<file path="src/rtl/frame_sched_pkg.sv">
// Shared types and default sizing for the DSP frame scheduler.
// Imported by the scheduler FSM and its run counter.
package frame_sched_pkg;

  typedef enum logic [1:0] {
    IDLE = 2'd0,
    ARM  = 2'd1,
    RUN  = 2'd2
  } state_e;

  localparam int FRAME_W_DEF = 4;
  localparam int CNT_W_DEF   = 10;
  localparam int ARM_CYC_DEF = 2;
  localparam int MAX_CYC_DEF = 1000;

endpackage

</file>
<file path="src/rtl/frame_scheduler_run_counter.sv">
// Run-length counter with synchronous clear/enable.
// at_limit flags the last cycle a run may last.
module run_counter
  import frame_sched_pkg::*;
#(
  parameter int CNT_W = CNT_W_DEF,
  parameter int LIMIT = MAX_CYC_DEF - 1
) (
  input  logic             ck,
  input  logic             rst,
  input  logic             clr,
  input  logic             en,
  output logic [CNT_W-1:0] count,
  output logic             at_limit
);

  logic [CNT_W-1:0] count_d;
  logic [CNT_W-1:0] count_q;

  always_comb begin
    count_d = count_q;
    if (clr) begin
      count_d = '0;
    end else if (en) begin
      count_d = count_q + 1'b1;
    end
  end

  always_ff @(posedge ck) begin
    if (rst) begin
      count_q <= '0;
    end else begin
      count_q <= count_d;
    end
  end

  assign count    = count_q;
  assign at_limit = (count_q == CNT_W'(LIMIT));

endmodule

</file>
<file path="src/rtl/frame_scheduler.sv">
// Per-frame sequencer controller: arms, runs and reports
// one sequencer pass per audio frame, with a one-deep frame queue.
module frame_scheduler
  import frame_sched_pkg::*;
#(
  parameter int FRAME_W = FRAME_W_DEF,
  parameter int ARM_CYC = ARM_CYC_DEF,
  parameter int CNT_W   = CNT_W_DEF,
  parameter int MAX_CYC = MAX_CYC_DEF
) (
  input  logic               ck,
  input  logic               rst,
  input  logic               frame_strobe,
  input  logic               seq_done,
  input  logic               seq_error,
  output logic               seq_run,
  output logic [FRAME_W-1:0] frame,
  input  logic               bank_swap_req,
  output logic               coef_bank,
  output logic               bank_swap_ack,
  output logic               out_ready,
  output logic               busy,
  output logic [CNT_W-1:0]   run_cycles,
  output logic               overrun,
  output logic               timeout,
  output logic               error,
  input  logic               clear
);

  localparam int AW = (ARM_CYC > 2) ? $clog2(ARM_CYC) : 1;

  state_e state_d, state_q;
  logic [FRAME_W-1:0] frame_d, frame_q;
  logic [AW-1:0] arm_d, arm_q;
  logic [CNT_W-1:0] rc_d, rc_q;
  logic run_d, run_q;
  logic bank_d, bank_q;
  logic ack_d, ack_q;
  logic rdy_d, rdy_q;
  logic busy_d, busy_q;
  logic pf_d, pf_q;
  logic ps_d, ps_q;
  logic ovr_d, ovr_q;
  logic tmo_d, tmo_q;
  logic err_d, err_q;
  logic cnt_clr;
  logic [CNT_W-1:0] cnt;
  logic at_limit;

  run_counter #(
    .CNT_W (CNT_W),
    .LIMIT (MAX_CYC - 1)
  ) u_cnt (
    .ck       (ck),
    .rst      (rst),
    .clr      (cnt_clr),
    .en       (state_q == RUN),
    .count    (cnt),
    .at_limit (at_limit)
  );

  always_comb begin
    state_d = state_q;
    frame_d = frame_q;
    arm_d   = arm_q;
    rc_d    = rc_q;
    run_d   = run_q;
    bank_d  = bank_q;
    ack_d   = 1'b0;
    rdy_d   = 1'b0;
    pf_d    = pf_q;
    ps_d    = ps_q | bank_swap_req;
    ovr_d   = ovr_q & ~clear;
    tmo_d   = tmo_q & ~clear;
    err_d   = err_q & ~clear;
    cnt_clr = 1'b0;
    unique case (state_q)
      IDLE: begin
        if (frame_strobe || pf_q) begin
          frame_d = frame_q + 1'b1;
          if (ps_q || bank_swap_req) begin
            bank_d = ~bank_q;
            ack_d  = 1'b1;
            ps_d   = 1'b0;
          end
          // a strobe landing while a queued frame starts stays queued
          pf_d    = frame_strobe & pf_q;
          run_d   = 1'b0;
          arm_d   = AW'(ARM_CYC - 1);
          state_d = ARM;
        end
      end
      ARM: begin
        run_d = 1'b0;
        if (arm_q == '0) begin
          run_d   = 1'b1;
          cnt_clr = 1'b1;
          state_d = RUN;
        end else begin
          arm_d = arm_q - 1'b1;
        end
      end
      RUN: begin
        if (seq_done) begin
          rc_d    = cnt;
          rdy_d   = 1'b1;
          state_d = IDLE;
          if (seq_error) begin
            err_d = 1'b1;
          end
        end else if (at_limit) begin
          tmo_d   = 1'b1;
          run_d   = 1'b0;
          state_d = IDLE;
        end
      end
      default: state_d = IDLE;
    endcase
    if (state_q != IDLE && frame_strobe) begin
      if (pf_q) begin
        ovr_d = 1'b1;
      end else begin
        pf_d = 1'b1;
      end
    end
    busy_d = (state_d != IDLE);
  end

  always_ff @(posedge ck) begin
    if (rst) begin
      state_q <= IDLE;
      frame_q <= '0;
      arm_q   <= '0;
      rc_q    <= '0;
      run_q   <= 1'b0;
      bank_q  <= 1'b0;
      ack_q   <= 1'b0;
      rdy_q   <= 1'b0;
      busy_q  <= 1'b0;
      pf_q    <= 1'b0;
      ps_q    <= 1'b0;
      ovr_q   <= 1'b0;
      tmo_q   <= 1'b0;
      err_q   <= 1'b0;
    end else begin
      state_q <= state_d;
      frame_q <= frame_d;
      arm_q   <= arm_d;
      rc_q    <= rc_d;
      run_q   <= run_d;
      bank_q  <= bank_d;
      ack_q   <= ack_d;
      rdy_q   <= rdy_d;
      busy_q  <= busy_d;
      pf_q    <= pf_d;
      ps_q    <= ps_d;
      ovr_q   <= ovr_d;
      tmo_q   <= tmo_d;
      err_q   <= err_d;
    end
  end

  assign seq_run       = run_q;
  assign frame         = frame_q;
  assign coef_bank     = bank_q;
  assign bank_swap_ack = ack_q;
  assign out_ready     = rdy_q;
  assign busy          = busy_q;
  assign run_cycles    = rc_q;
  assign overrun       = ovr_q;
  assign timeout       = tmo_q;
  assign error         = err_q;

endmodule

</file>
<file path="config.mk">
export PLATFORM = sky130hd
export DESIGN_NAME = frame_scheduler
export DESIGN_NICKNAME = d
export VERILOG_FILES = /design/src/rtl/frame_sched_pkg.sv /design/src/rtl/frame_scheduler_run_counter.sv /design/src/rtl/frame_scheduler.sv
export SDC_FILE = /design/constraint.sdc
export NUM_CORES = 1
export LEC_CHECK = 0
export ABC_AREA = 1
export CAP_MARGIN = 40
export CORE_MARGIN = 2
export CORE_UTILIZATION = 43
export CTS_CLUSTER_DIAMETER = 200
export DETAILED_ROUTE_END_ITERATION = 7
export PLACE_DENSITY_LB_ADDON = 0.3
export SETUP_SLACK_MARGIN = 0.2
export SKIP_LAST_GASP = 1
export SLEW_MARGIN = 20
export SYNTH_ARGS = -nofsm -noshare
export SYNTH_HDL_FRONTEND = slang
export SYNTH_SLANG_ARGS = --single-unit
</file>
<file path="constraint.sdc">
create_clock -name ck -period 1.7 [get_ports ck]
set_input_delay 0.34 -clock ck [delete_from_list [all_inputs] [get_ports ck]]
set_output_delay 0.34 -clock ck [all_outputs]
set_load 0.05 [all_outputs]
</file>
After elaboration in Yosys (flattened, before gate mapping)
Index checks and enable logic that the tools add are counted.

Multipliers: 0. Muxes and demuxes: 31. Shifts and indexed selects: 0. Reduce and logical (&&, ||, !) cells: 16. $add $sub $neg: 3. $lt $le $gt $ge: 0. Equal/unequal tests: 6. Divide/modulo/power cells: 0. Bitwise operators: 10.

Operators with widths (number): $mux 1 (24); $add 10x1->10 const B (1); $eq 10x10->1 const B (1); $mux 2 (4); $ne 2x2->1 const B (3); $pmux 2 s3 (1); $reduce_and 2->1 (3); $reduce_bool 2->1 (3); $not 1->1 (5); $add 4x1->4 const B (1); $and 1x1->1 (4); $reduce_and 4->1 (1); $reduce_or 2->1 (2); $pmux 1 s3 (1); $reduce_and 3->1 (1); $reduce_bool 3->1 (1); $reduce_or 3->1 (1); $eq 2x1->1 const B (1); $eq 2x2->1 const B (1); $logic_not 2->1 (1); $logic_or 1x1->1 (2); $pmux 1 s2 (1); $logic_and 1x1->1 (1); $or 1x1->1 (1); $sub 1x1->1 const B (1).

Memories kept: 0. ROM bits: 0. Latch bits: 0. Word-level logic and storage cells: 81. Flip-flop bits (word level): 37. Memory bits (writable): 0. Input bits: 7. Output and inout bits: 22.

Longest topological paths before layout
Depth after elaboration: 5. Depth in mapped cells: 8. Mapped depth without buffers: 8.

Hierarchy
Synthesis repeated with hierarchy kept, for this count alone.

Cells, all modules: 201. Area total of the unflattened synthesis: 1544.0 µm².

By module, submodules not included: frame_scheduler (area an instance 1044.8 µm², sequential area each 540.5 µm², cells an instance 134, instances 1); run_counter (area an instance 499.2 µm², sequential area each 200.2 µm², cells an instance 67, instances 1).

Worst setup path after synthesis
No wires, ideal clock.

Kind: register to register. Start: register frame_q[0], in the netlist frame[0]. End: register frame_q[1], in the netlist frame[1]. Slack: 0.421 ns. Setup time: 0.116 ns. Data required time: 1.584 ns. Clock period less this slack: 1.279 ns. Path buffers: 0. Stages on the path, launching flop included: 4. Arrival time: 1.164 ns. Cell sequence: dfxtp_1 -> ha_1 -> o21ai_0 -> nor2_1.

Cells in the longest elaborated chain, start to end: 1.

RTL lines: from (decl) (line frame_scheduler.sv:33) `logic [FRAME_W-1:0] frame_d, frame_q;`; from (signal assigned) (line frame_scheduler.sv:147) `frame_q <= frame_d;`; $add 4x1->4 (line frame_scheduler.sv:80) `frame_d = frame_q + 1'b1;`.

Every way passes these cells. A chain may end at the register's enable or synchronous reset.

==> results.txt <==
The internal portion of the total power is 0.001504 W. The basic-gate share of the synthesized area counting and, or, nand and nor cells was 0.3021. The final clock period utilization by the worst path is 0.8328, and the post-detailed-route wirelength per cell is 10.88 um. Summed over all cells, the static leakage comes to 0.8838 nW. The worst-case clock skew was 0.007922 ns. Global routing finished with a remaining overflow of 0. For the number of antenna diodes, the log shows 0. The xor-xnor portion of the synthesized cell area is 0. Traced cell by cell, the critical path runs through clkdlybuf4s50_1 > clkinvlp_4 > buf_4 > o21ai_0 > a21oi_1.

The logs give 1433 for the total vias in the final route and 0 for the count of final max-slew check failures. The logs give 4 for the number of optimization iterations in the first detailed-route pass and 0.29 ns for the latest clock arrival within the worst-skew pair. The post-cts gate resize count is 0. Relative to the synthesized area, the layout overhead comes to 26.41%. For the normalized max-slew margin, the log shows 0.7954. Floorplan die width: 65.29 um. The peak per-stage delay on the critical path is 0.53 ns, and the sequential cell area fraction in the yosys report is 0.4586.

After the flow finishes, the layout carries non-filler instances totaling 297. At the pin with the least slew margin, the transition time is 0.3057 ns. Hold repair after CTS inserted 0 buffers. For the post-CTS setup buffer count, the log shows 0. The number of inserted filler cells in the final layout was 362. The synthesized-area fraction occupied by ao, oa, aoi and oai cells was 0.1410. The cell count after placement is 289. The proportion of synthesized area in mux cells was 0. Subtracting the final worst setup slack from the clock period gives 1.416 ns.

In this run the tool buffered the top-level ports with 28 buffer cells. The setup-violating endpoint count in the final report is 0. The run gives 0.376 as the power share of the clock group. The post-synthesis net count was 221; the overall fraction of global-route tracks in use was 0.1675. Critical-path cell with the highest stage delay: clkdlybuf4s50_1.

The run finished with clean final reports. In this run, CTS created clock tree buffers numbering 5. The synthesized area per cell was 7.619 sq um; the post-synthesis cell type count was 25. The share of synthesized cell area in full adder, half adder and majority cells was 0.01549.

The worst hold path belongs to the class reg -> reg. After detailed routing, the number of vias per cell comes to 4.825. Row generation in the floorplan step produced 22 rows. Derived from the worst setup path, the maximum achievable clock frequency is 0.7063 GHz. The critical path in this run is classified as in -> reg.

In this run, the number of DRC markers left after iteration 0 of detailed routing was 143. The clock passes through at most 2 buffers. The tools report the number of antenna violations at the first check in global routing as 0. In the synthesized netlist, the number of instances is 212. The run gives 1250 as the via count of the first global-routing pass. For the sequential group share of total power, the log shows 0.454. Summed over all nets, the switching power comes to 0.0005770 W. The die covers 4263 sq um. The maximum net fanout on the critical path was 16.

The required time of the critical path was 1.88 ns; the weighted congestion at the end of routability-driven global placement was 0.8424. STA classifies the critical path startpoint as a primary input. Data arrives at the worst endpoint at 1.59 ns.

The logs give 0 for the number of routed nets with antenna violations and 3633 sq um for the total core area. The smallest hold slack was 0.4737 ns; the y dimension of the die was 65.29 um. The number of storage elements in the synthesis netlist came out at 37. Wires add up to 3230 um. The number of endpoints with negative hold slack in the final report was 0.

The tools report the max-capacitance violation count as 0. The tools report the number of sinks on the clock net as 37. The remaining design rule violation count came out at 0.

The buffer and inverter count on the worst path came out at 3. Setup repair after global routing left no endpoint under its margin. TritonCTS built the clock tree.

The logs give 2042 sq um for the finished layout cell area and 0.170 for the combinational share of power. The fraction of layout instances using a drive strength above 1 was 0.2329. The family with the most delay on the worst path is buffers and inverters.

CTS built an H-tree with a depth of 2. The Yosys step of the flow raised 0 warnings. The estimated wirelength of the detail-placed design came out at 2418 um. The combined area of all synthesized cells is 1615 sq um, and the switching portion of total power is 0.2773. The final layout contains 257 nets. The starting utilization of the core area came out at 0.4446. Dividing total power by cell area gives a power density of 1019 nW/um^2. Clock-pin slew was measured on the worst setup and hold paths at 0.07 ns. The tools report the final-layout setup total negative slack as 0 ns.

For the largest voltage drop on the vdd net, the log shows 420.2 uV. By area, the combinational part of the netlist is dominated by simple AND/OR/NAND/NOR gates. Entering global routing, the biggest net connects 17 pins.

The tools report the top-level port count as 29. STA classifies the critical path endpoint as a flop. For the global-route wire length before repair, the log shows 5361 um. The tools report the buffer cell driving the clock tree root as clkbuf_8. Once placement finished, the instance area stood at 1922 sq um.
## cells in the final DEF (no fill, tap or decap), drive strengths merged
| master | count |
|---|---|
| nand2 | 47 |
| dfxtp | 37 |
| nor2 | 30 |
| inv | 29 |
| buf | 26 |
| a21oi | 20 |
| o21ai | 20 |
| nand3 | 13 |
| clkbuf | 7 |
| clkdlybuf4s50 | 6 |
| nand4 | 4 |
| nor3 | 3 |
| ha | 2 |
| clkinvlp | 1 |
| o21a | 1 |
| a31oi | 1 |
| o22ai | 1 |
| bufinv | 1 |
## worst min-delay path, stage by stage, from the launching register on
cell,delay (ns)
dfxtp_1,0.31
nand3_1,0.07
nand2_1,0.05
## cells by family after synthesis
logic type / count (synthesis)
AND/OR/NAND/NOR: 97
AO/OA/AOI/OAI: 43
flip-flops: 37
buffers and inverters: 33
adder cells (fa/ha/maj): 2
## routing by layer
metal / wire length, um / track usage
met1: 1590 / 0.2142
met2: 1456 / 0.2577
met3: 141 / 0.05651
met4: 42 / 0.07031
met5: 0 / 0
## registers in the layout, indices dropped and copies added (netlist names)
signal	cells
coef_bank	1
pf_q	1
overrun	1
bank_swap_ack	1
timeout	1
arm_q	1
seq_run	1
error	1
frame	4
run_cycles	10
state_q	2
busy	1
u_cnt.count	10
out_ready	1
ps_q	1
## final cells by class
| class | instances | area [sq um] | share of cell area |
|---|---|---|---|
| inverters | 30 | 116.4 | 0.05699 |
| clock inverters | 1 | 30.03 | 0.01471 |
| multi-input cells | 142 | 740.7 | 0.3627 |
| clock buffers | 7 | 86.33 | 0.04228 |
| well taps | 48 | 60.06 | 0.02941 |
| repair buffers | 32 | 267.8 | 0.1311 |
| flip-flops and latches | 37 | 740.7 | 0.3627 |
## path summary, 6_finish.rpt
path,start,end,slack (ns),cells past startpoint
hold reg to reg,run_cycles[1]$_SDFFE_PP0P_,run_cycles[1]$_SDFFE_PP0P_,0.47,2
setup / recovery,rst,run_cycles[7]$_SDFFE_PP0P_,0.28,5
hold / removal,run_cycles[1]$_SDFFE_PP0P_,run_cycles[1]$_SDFFE_PP0P_,0.47,2
setup reg to reg,u_cnt.count[1]$_SDFFE_PP0P_,seq_run$_SDFFE_PP0P_,0.40,8
## cells in the mapped netlist (all sizes together)
cell / instances / share of area
a31oi: 1 / 0.0039
a21oi: 20 / 0.067
nor3: 3 / 0.012
o21a: 1 / 0.0046
nor2: 30 / 0.10
nand4: 4 / 0.015
inv: 30 / 0.070
nand2: 47 / 0.13
dfxtp: 37 / 0.46
ha: 2 / 0.015
buf: 3 / 0.013
o22ai: 1 / 0.0039
nand3: 13 / 0.046
o21ai: 20 / 0.062
## through the flow
stage / util / setup slack, ns / power, W
5_1_grt: 0.5620 / 0.2125 / 0.002169
6_report: 0.5620 / 0.2842 / 0.002081
2_1_floorplan: - / 0.4206 / 0.001213
3_5_place_dp: 0.5289 / 0.002014 / 0.001318
4_1_cts: 0.5610 / 0.2617 / 0.002099
3_3_place_gp: 0.5289 / 0.05085 / 0.001316
## power groups by stage
stage | Combinational [W] | Clock (W) | Sequential (W)
final | 0.000353 | 0.000783 | 0.000945
after global routing | 0.000381 | 0.000838 | 0.000950
after CTS | 0.000354 | 0.000800 | 0.000945
after detailed placement | 0.000353 | 0 | 0.000965
after global placement | 0.000352 | 0 | 0.000963
after floorplan | 0.000148 | 0 | 0.00107
Note: power is estimated with default switching activity, not from simulation.
==> patch (same settings) <==
`rc_q` no longer has a reset.
--- a/src/rtl/frame_scheduler.sv
+++ b/src/rtl/frame_scheduler.sv
@@ -131,7 +131,6 @@
       state_q <= IDLE;
       frame_q <= '0;
       arm_q   <= '0;
-      rc_q    <= '0;
       run_q   <= 1'b0;
       bank_q  <= 1'b0;
       ack_q   <= 1'b0;
@@ -146,7 +145,6 @@
       state_q <= state_d;
       frame_q <= frame_d;
       arm_q   <= arm_d;
-      rc_q    <= rc_d;
       run_q   <= run_d;
       bank_q  <= bank_d;
       ack_q   <= ack_d;
@@ -158,6 +156,10 @@
       tmo_q   <= tmo_d;
       err_q   <= err_d;
     end
+  end
+
+  always_ff @(posedge ck) begin
+    rc_q <= rc_d;
   end
 
   assign seq_run       = run_q;
Function: differs if rst is asserted again (counterexample within 10 cycles, from zero or initial values and one cycle with rst high); with rst held inactive, the same outputs for 10 cycles.
==> patch against the unedited design <==
Worst setup slack better by 0.068 ns; critical path depth shrank 4; sequential cell count did not move; area after synthesis is 6.2% lower; largest power group unchanged; routed wire length fell by 17%; cell count decreased by 9.1%; total power down 19%; design area is 8.9% lower.
==> patch: results (changes against the unedited design) <==
- Initial DRC Count: 30 (-79%)
- EDFF count, synth: 10 (+10)
- Worst reg2reg path depth: 6 (-2)
- Largest cells by area after synthesis: dfxtp_1, edfxtp_1, nand2_1, nor2_1, inv_1
- Critical path's slowest cell: dfxtp_1
- Global-route total usage across every layer: 14.77% (-2.0 points)
- Vias: 1236 (-14%)
- Maximum fanout along the worst path: 5 (-11)
- Slew HR: 79.10% (-0.44 points)
- Post-synth top cells: nand2_1, nor2_1, dfxtp_1, inv_1, a21oi_1
- Placed Area: 1810 um^2 (-5.8%)
- Syn avg cell area: 8.103 um^2 (+6.3%)
- Clock Latency Late Sink: 0.34 ns (+0.05 ns)
- Setup Skew: 0.004442 ns (-0.003480 ns)
- Avg WL per Cell: 9.933 um (-8.7%)
- Post-Syn Nets: 196 (-11%)
- Global placer's final weighted congestion: 0.7536 (-11%)
- Worst path max stage delay: 0.43 ns (-0.10 ns)
- Crit. End Element: primary output
- Post-synthesis mux area share: 0% (unchanged)
- Via density: 4.578 (-5.1%)
- CP top delay family: flip-flops
- VDD IR-drop max: 0.0004719 V (+12%)
- Share of post-route cells with drive strength above 1: 16.96% (-6.3 points)
- Reg clk slew, reported paths: 0.10 ns (+0.03 ns)
- Port Buffers: 28 (unchanged)
- Leak: 0.7634 nW (-14%)
- Post-synthesis adder-cell area fraction: 1.652% (+0.10 points)
- Final Cell Area: 1859 um^2 (-8.9%)
- Pre-CTS WS: 0.08647 ns (+0.08445 ns)
- Postcts setup bufs: 0 (unchanged)
- Status: finished clean
- Global-route wire length before repair: 4657 um (-13%)
- Layout Nets: 232 (-9.7%)
- Synth Area in Compound Gates: 9.001% (-5.1 points)
-- patch: changes by cell type in the layout (fill, tap and decap cells not counted), sizes merged, moves of 2 or more --
cell,delta
edfxtp,+10
a21oi,-8
dfxtp,-10
nand3,-6
o21ai,-11
nor2,+2
inv,-4
clkinv,+2
-- patch: path summary, 6_finish.rpt --
path	from	to	slack, ns
max	frame[1]	frame[1]	0.35
min	coef_bank	coef_bank	0.47
min reg2reg	coef_bank	coef_bank	0.47
max reg2reg	u_cnt.count[0]	u_cnt.count[6]	0.41
-- patch: area by class of cell --
cell class / count / share of cell area (%)
multi-input cells: 120 / 29.81
well taps: 46 / 3.096
clock buffers: 8 / 2.624
inverters: 27 / 5.518
flip-flops and latches: 37 / 45.22
repair buffers: 32 / 13.73
-- patch: where the power goes --
group          leakage (nW)  total, mW  switching [mW]  internal [mW]
Clock                0.0265      0.441           0.277          0.165
Combinational         0.423      0.276           0.189         0.0878
Sequential            0.314      0.966          0.0260          0.940
Total                 0.763       1.68           0.491           1.19
-- patch: layer usage --
metal,up-vias,GRT usage [%],wire [um]
met1,532,17.39,1253
met5,-,0,0
met2,29,24.61,1228
li1,669,-,-
met4,0,8.152,59
met3,6,3.571,141
-- patch: logic make-up (layout without fill, tap and decap cells) --
kind of cell / Yosys count / after routing
adder cells (fa/ha/maj): 2 / 2
AO/OA/AOI/OAI: 25 / 25
buffers and inverters: 30 / 67
AND/OR/NAND/NOR: 93 / 93
flip-flops: 37 / 37
-- patch: tightest hold or removal path: cells and delay by family, from the launching register on --
kind / cells / cell delay [ns]
buffers and inverters: 1 / 0.06
DFF: 1 / 0.32
AOI/OAI and AO/OA: 1 / 0.05
